File: src/rtl/rx_stream_mux_pkg.sv
// Shared definitions for the RX stream multiplexer: policy and state
// encodings plus width helpers used by the top and the arbiter.
package rx_stream_mux_pkg;

  localparam logic MODE_FIXED = 1'b0;
  localparam logic MODE_RR    = 1'b1;

  typedef enum logic [1:0] {
    IDLE,
    PULL,
    LOAD,
    SHIFT
  } state_t;

  function automatic int nbytes(input int sample_w, input int byte_w);
    return sample_w / byte_w;
  endfunction

  // Index width for n items, never below one bit.
  function automatic int idx_width(input int n);
    return (n > 1) ? $clog2(n) : 1;
  endfunction

endpackage

File: src/rtl/rr_arbiter.sv
// Combinational round-robin arbiter: grants the first requester strictly
// after the last-granted channel, searching upward with wrap-around.
module rr_arbiter
  import rx_stream_mux_pkg::*;
#(
  parameter int NUM_CH = 2
) (
  input  logic [NUM_CH-1:0]              i_req,
  input  logic [idx_width(NUM_CH)-1:0]   i_last,
  output logic [NUM_CH-1:0]              o_grant,
  output logic                           o_valid
);

  localparam int IW = idx_width(NUM_CH);

  always_comb begin
    int unsigned k;
    k       = 0;
    o_grant = '0;
    o_valid = 1'b0;
    // Offset 1..NUM_CH so the last-granted channel is considered last.
    for (int unsigned off = 1; off <= NUM_CH; off++) begin
      k = (32'(i_last) + off) % NUM_CH;
      if (!o_valid && i_req[IW'(k)]) begin
        o_grant[IW'(k)] = 1'b1;
        o_valid         = 1'b1;
      end
    end
  end

endmodule

File: src/rtl/rx_stream_mux.sv
// N-channel RX FIFO to byte-stream multiplexer: picks a channel (fixed or
// round-robin), pulls one sample and emits it MSB-first as tagged bytes.
module rx_stream_mux
  import rx_stream_mux_pkg::*;
#(
  parameter int NUM_CH   = 2,
  parameter int SAMPLE_W = 32,
  parameter int BYTE_W   = 8,
  parameter int CNT_W    = 16
) (
  input  logic                           i_sys_clk,
  input  logic                           i_reset,
  input  logic                           i_mode,
  input  logic [idx_width(NUM_CH)-1:0]   i_ch_sel,
  input  logic [NUM_CH-1:0]              i_ch_enable,
  output logic [NUM_CH-1:0]              o_fifo_pull,
  input  logic [NUM_CH*SAMPLE_W-1:0]     i_fifo_data,
  input  logic [NUM_CH-1:0]              i_fifo_empty,
  output logic [BYTE_W-1:0]              o_byte,
  output logic                           o_byte_valid,
  input  logic                           i_byte_ready,
  output logic [idx_width(NUM_CH)-1:0]   o_ch_id,
  output logic                           o_first_byte,
  output logic [CNT_W-1:0]               o_sample_cnt
);

  localparam int CH_W   = idx_width(NUM_CH);
  localparam int NBYTES = nbytes(SAMPLE_W, BYTE_W);
  localparam int BI_W   = idx_width(NBYTES);

  state_t              state;
  logic [CH_W-1:0]     cur_ch;
  logic [CH_W-1:0]     last_ch;
  logic [SAMPLE_W-1:0] shreg;
  logic [BI_W-1:0]     byte_idx;

  logic [NUM_CH-1:0]   rr_req;
  logic [NUM_CH-1:0]   rr_grant;
  logic                rr_valid;
  logic                cand_valid;
  logic [CH_W-1:0]     cand_ch;
  logic [NUM_CH-1:0]   cand_oh;
  logic [SAMPLE_W-1:0] fifo_words [NUM_CH];

  for (genvar g = 0; g < NUM_CH; g++) begin : g_words
    assign fifo_words[g] = i_fifo_data[g*SAMPLE_W +: SAMPLE_W];
  end

  assign rr_req = i_ch_enable & ~i_fifo_empty;

  rr_arbiter #(.NUM_CH(NUM_CH)) u_arb (
    .i_req   (rr_req),
    .i_last  (last_ch),
    .o_grant (rr_grant),
    .o_valid (rr_valid)
  );

  always_comb begin
    cand_valid = 1'b0;
    cand_ch    = '0;
    cand_oh    = '0;
    if (NUM_CH == 1) begin
      cand_valid = !i_fifo_empty[0];
      cand_oh[0] = cand_valid;
    end else if (i_mode == MODE_RR) begin
      cand_valid = rr_valid;
      cand_oh    = rr_grant;
      for (int unsigned k = 0; k < NUM_CH; k++) begin
        if (rr_grant[CH_W'(k)]) cand_ch = CH_W'(k);
      end
    end else if (32'(i_ch_sel) < NUM_CH) begin
      cand_valid          = !i_fifo_empty[i_ch_sel];
      cand_oh[i_ch_sel]   = cand_valid;
      cand_ch             = i_ch_sel;
    end
  end

  always_ff @(posedge i_sys_clk) begin
    if (i_reset) begin
      state        <= IDLE;
      o_fifo_pull  <= '0;
      o_byte_valid <= 1'b0;
      o_byte       <= '0;
      o_first_byte <= 1'b0;
      o_ch_id      <= '0;
      o_sample_cnt <= '0;
      last_ch      <= CH_W'(NUM_CH - 1);
      cur_ch       <= '0;
      shreg        <= '0;
      byte_idx     <= '0;
    end else begin
      case (state)
        IDLE: begin
          if (cand_valid) begin
            cur_ch      <= cand_ch;
            o_fifo_pull <= cand_oh;
            state       <= PULL;
          end
        end
        PULL: begin
          o_fifo_pull <= '0;
          state       <= LOAD;
        end
        // The MSB byte is presented straight from the FIFO word; shreg keeps the rest.
        LOAD: begin
          o_byte       <= fifo_words[cur_ch][SAMPLE_W-1 -: BYTE_W];
          shreg        <= fifo_words[cur_ch] << BYTE_W;
          byte_idx     <= '0;
          o_byte_valid <= 1'b1;
          o_first_byte <= 1'b1;
          o_ch_id      <= cur_ch;
          state        <= SHIFT;
        end
        SHIFT: begin
          if (i_byte_ready) begin
            if (byte_idx == BI_W'(NBYTES - 1)) begin
              o_byte_valid <= 1'b0;
              o_first_byte <= 1'b0;
              o_sample_cnt <= o_sample_cnt + CNT_W'(1);
              last_ch      <= cur_ch;
              state        <= IDLE;
            end else begin
              o_byte       <= shreg[SAMPLE_W-1 -: BYTE_W];
              shreg        <= shreg << BYTE_W;
              byte_idx     <= byte_idx + BI_W'(1);
              o_first_byte <= 1'b0;
            end
          end
        end
        default: state <= IDLE;
      endcase
    end
  end

endmodule

File: config.mk
export PLATFORM = sky130hd
export DESIGN_NAME = rx_stream_mux
export DESIGN_NICKNAME = d
export VERILOG_FILES = /design/src/rtl/rx_stream_mux_pkg.sv /design/src/rtl/rr_arbiter.sv /design/src/rtl/rx_stream_mux.sv
export SDC_FILE = /design/constraint.sdc
export NUM_CORES = 1
export LEC_CHECK = 0
export CAP_MARGIN = 20
export CELL_PAD_IN_SITES_DETAIL_PLACEMENT = 0
export CELL_PAD_IN_SITES_GLOBAL_PLACEMENT = 1
export CORE_AREA = 2 2 100 112
export DETAILED_ROUTE_END_ITERATION = 16
export DIE_AREA = 0 0 102 114
export PLACE_DENSITY_LB_ADDON = 0.1
export SYNTH_ARGS = -nofsm -noshare
export SYNTH_HDL_FRONTEND = slang
export SYNTH_SLANG_ARGS = --single-unit
File: constraint.sdc
create_clock -name i_sys_clk -period 1.9 [get_ports i_sys_clk]
set_clock_uncertainty 0.2 [all_clocks]
set_input_delay 0.285 -clock i_sys_clk [delete_from_list [all_inputs] [get_ports i_sys_clk]]
set_output_delay 0.285 -clock i_sys_clk [all_outputs]
set_load 0.01 [all_outputs]
==> impl_metrics.ini <==
[final_layout]
seqCellArea_um2 = 1190
fillerInstances = 1080
areaGrowthSynthToFinish_pct = 59.0
number_of_diodes = 0
drive_gt1_frac = 0.146
layoutNonFillerInstCount = 666
most_frequent_standard_cell_in_the_layout_excluding_fill_and_tap_cells = sky130_fd_sc_hd__clkdlybuf4s50_1
multi_input_comb_area_um2 = 1840
most-common-layout-cells = 100 x sky130_fd_sc_hd__clkdlybuf4s50_1, 93 x sky130_fd_sc_hd__nand2_1, 54 x sky130_fd_sc_hd__dfxtp_1, 43 x sky130_fd_sc_hd__a21oi_1, 33 x sky130_fd_sc_hd__mux2i_1
num-nets-final = 595

[grt]
number_of_global_route_vias_before_repair = 3036
grt_first_pass_wirelength_mm = 14.5
grt_usage = 0.157
grt_max_degree = 57
grt_antenna_before_repair = 0
overall_overflow_remaining_after_global_route = 0

[min_path]
timing.hold.worst.class = primary input to register
whs_path_depth = 2
worst_hold_startpoint = i_reset
whs_endpoint = o_sample_cnt[7]$_SDFFE_PP0P_

[clock_tree]
cts_root_buf = sky130_fd_sc_hd__clkbuf_16
tritoncts = done
cts-root-to-sink-buffers = 2
tritoncts_num_sinks = 59
clk_transition_reported_paths_ns = 0.05
numCtsBuffers = 9
worstSkewPairLatency_ns = 0.32
cts_max_level = 3

[yosys]
post_synth_num_cell_types = 43
edff_count_synth = 0
ys_seq_area_frac = 0.384
syn_nets = 472
synth_ff_type = sky130_fd_sc_hd__dfxtp_1
ys.warnings.count = 0
postSynthCellCount = 392
syn_area_um2 = 3080
syn_area_per_cell_um2 = 7.85
synthArstFlopShare = 0
postSynthRegisterBits = 59

[critical_path]
worst_r2r_startpoint = state[0]$_SDFFE_PP0P_
worstRegToRegCells = 8
crit_cells = 1
crit_start_category = register
critical_path_class = register to output port
critPathMaxStageDelay_ns = 0.59
worstPathBufferInverterCount = 1
crit_arrival_ns = 1.36
cp_slowest_cell = sky130_fd_sc_hd__clkdlybuf4s50_1
critical_path.cell_chain = clkdlybuf4s50_1
r2r_setup_slack_ns = 0.08
path_max_fanout = 8
worst_ep_required_time_ns = 1.41
worst_r2r_endpoint = shreg[14]$_SDFFE_PP0P_
critical-path-top-delay-family = buffers and inverters
setup.worst_path.start = o_sample_cnt[11]$_SDFFE_PP0P_
cp-end-kind = output port

[pwr]
ir_drop_v = 0.000473
total_power_mw = 5.03
cellLeakagePower_nw = 1.69
power-per-cell-area_nw_per_um2 = 1030

[place]
placed_cells_incl_taps = 647
dp_hpwl_mm = 6.42
placement.setup.worst_slack_ns = -0.225
buffer_ports.inserted = 101
gpl.final_weighted_congestion = 0.777

[timing]
timing.final.hold_violations = 0
fin_tns_setup_ns = 0
max_freq_ghz = 0.543
final_period_minus_worst_setup_slack_ns = 1.84
final_setup_violation_count = 0
worst_slew_pin_tran_ns = 0.372
worst_slack_ns = 0.0596
report.final.slew_viol_count = 0
timing.slew.headroom = 0.750
finalCritPeriodShare = 0.969

[job]
cap_violations = 0

[drt]
vias_per_cell = 4.67
antenna_violating_nets_post_route = 0
dr.pass1.iters = 4
via_count_of_the_routed_design = 3112
wirelength_mm = 8.97
wire_length_per_cell_after_detailed_routing_um = 13.5
drt_drc_violations_left = 0
detailedRoute.firstIterationViolations = 104

[floorplanning]
start_util = 0.290
die_w_um = 102
number_of_top_level_pins = 102
die-height_um = 114
full_die_area_um2 = 11600
number_of_placement_rows = 40
core_um2 = 10600

[outcome]
status = completed
synthesized netlist by cell type (2+ instances only):
library cell	number	area, µm²
sky130_fd_sc_hd__a21oi_1	45	225
sky130_fd_sc_hd__or4_1	3	22.5
sky130_fd_sc_hd__nand4_1	4	25.0
sky130_fd_sc_hd__xor2_1	3	26.3
sky130_fd_sc_hd__dfxtp_1	59	1180
sky130_fd_sc_hd__nand3_1	5	25.0
sky130_fd_sc_hd__a311oi_1	2	17.5
sky130_fd_sc_hd__nor2b_1	3	18.8
sky130_fd_sc_hd__mux2i_1	34	340
sky130_fd_sc_hd__buf_1	2	7.51
sky130_fd_sc_hd__or3_1	14	87.6
sky130_fd_sc_hd__nor4_1	2	12.5
sky130_fd_sc_hd__inv_1	8	30.0
sky130_fd_sc_hd__or2_2	4	25.0
sky130_fd_sc_hd__o21ai_0	31	155
sky130_fd_sc_hd__a211oi_1	2	15.0
sky130_fd_sc_hd__buf_2	8	40.0
sky130_fd_sc_hd__o21a_1	2	15.0
sky130_fd_sc_hd__nand3_2	3	30.0
sky130_fd_sc_hd__nor3_1	4	20.0
sky130_fd_sc_hd__nor2_1	13	48.8
sky130_fd_sc_hd__ha_1	7	87.6
sky130_fd_sc_hd__and3_1	2	12.5
sky130_fd_sc_hd__o2111ai_1	3	26.3
sky130_fd_sc_hd__clkbuf_1	15	56.3
sky130_fd_sc_hd__xnor2_1	3	26.3
sky130_fd_sc_hd__nand2_1	93	349
sky130_fd_sc_hd__o31ai_1	3	22.5
where the power goes:
group / switching (mW) / total [mW] / internal, mW
clock: 0.529 / 1.60 / 1.08
sequential: 0.128 / 1.57 / 1.44
combinational: 0.903 / 1.85 / 0.952
total: 1.56 / 5.03 / 3.47
through the flow:
step	utilization	hold slack (ns)	cell area (µm²)
CTS	0.450	0.142	4770
detailed placement	0.419	0.245	4450
global route	0.461	0.167	4890
floorplan	-	0.217	3080
finish	0.461	0.141	4890
global placement	0.419	0.239	4450
logic make-up (layout without fill, tap and decap cells):
| logic type | Yosys count | in the layout | synth area share |
|---|---|---|---|
| adders and majority gates | 7 | 7 | 0.0285 |
| AOI/OAI and AO/OA | 98 | 98 | 0.183 |
| and+or+nand+nor | 155 | 155 | 0.234 |
| DFF | 59 | 59 | 0.384 |
| buffers and inverters | 33 | 160 | 0.0435 |
| xor gates and xnor gates | 6 | 6 | 0.0171 |
| muxes | 34 | 34 | 0.111 |
worst max path at each step:
stage                                         end  slack (ns)
floorplan           o_sample_cnt[15]$_SDFFE_PP0P_       -0.04
detailed placement          state[1]$_SDFFE_PP0P_       -0.22
finish                           o_sample_cnt[11]        0.06
global route               shreg[15]$_SDFFE_PP0P_      -0.005
global placement    o_sample_cnt[15]$_SDFFE_PP0P_       -0.19
CTS                        shreg[31]$_SDFFE_PP0P_       -0.03
what timing repair did:
action / CTS / global route
hold buffers: 0 / 0
pin swaps: 1 / 3
endpoints found under the setup margin: 18 / 48
setup buffers: 2 / 1
hold endpoints to repair: 0 / 0
cloned: 0 / 1
resized for setup: 1 / 22
per-layer routing:
metal  vias to the layer above  track usage  share of wire
met5                         -            0              0
met4                         0       0.0507          0.013
met3                        11       0.0288          0.047
met2                        70        0.261           0.47
met1                      1406        0.204           0.47
li1                       1625            -              -
cell type report:
class	count	area share
clock buffer	13	0.0532
timing repair buffer	137	0.276
tap	147	0.0376
multi-input combinational	300	0.375
sequential	59	0.244
clock inverter	2	0.00717
inverter	8	0.00614
flip-flops by register name, summed over array words and instances, names as in the netlist, 2 cells and up:
name / count
shreg: 24
o_sample_cnt: 16
o_byte: 8
byte_idx: 2
o_fifo_pull: 2
state: 2
No activity file was read; power rests on OpenSTA's default activity.
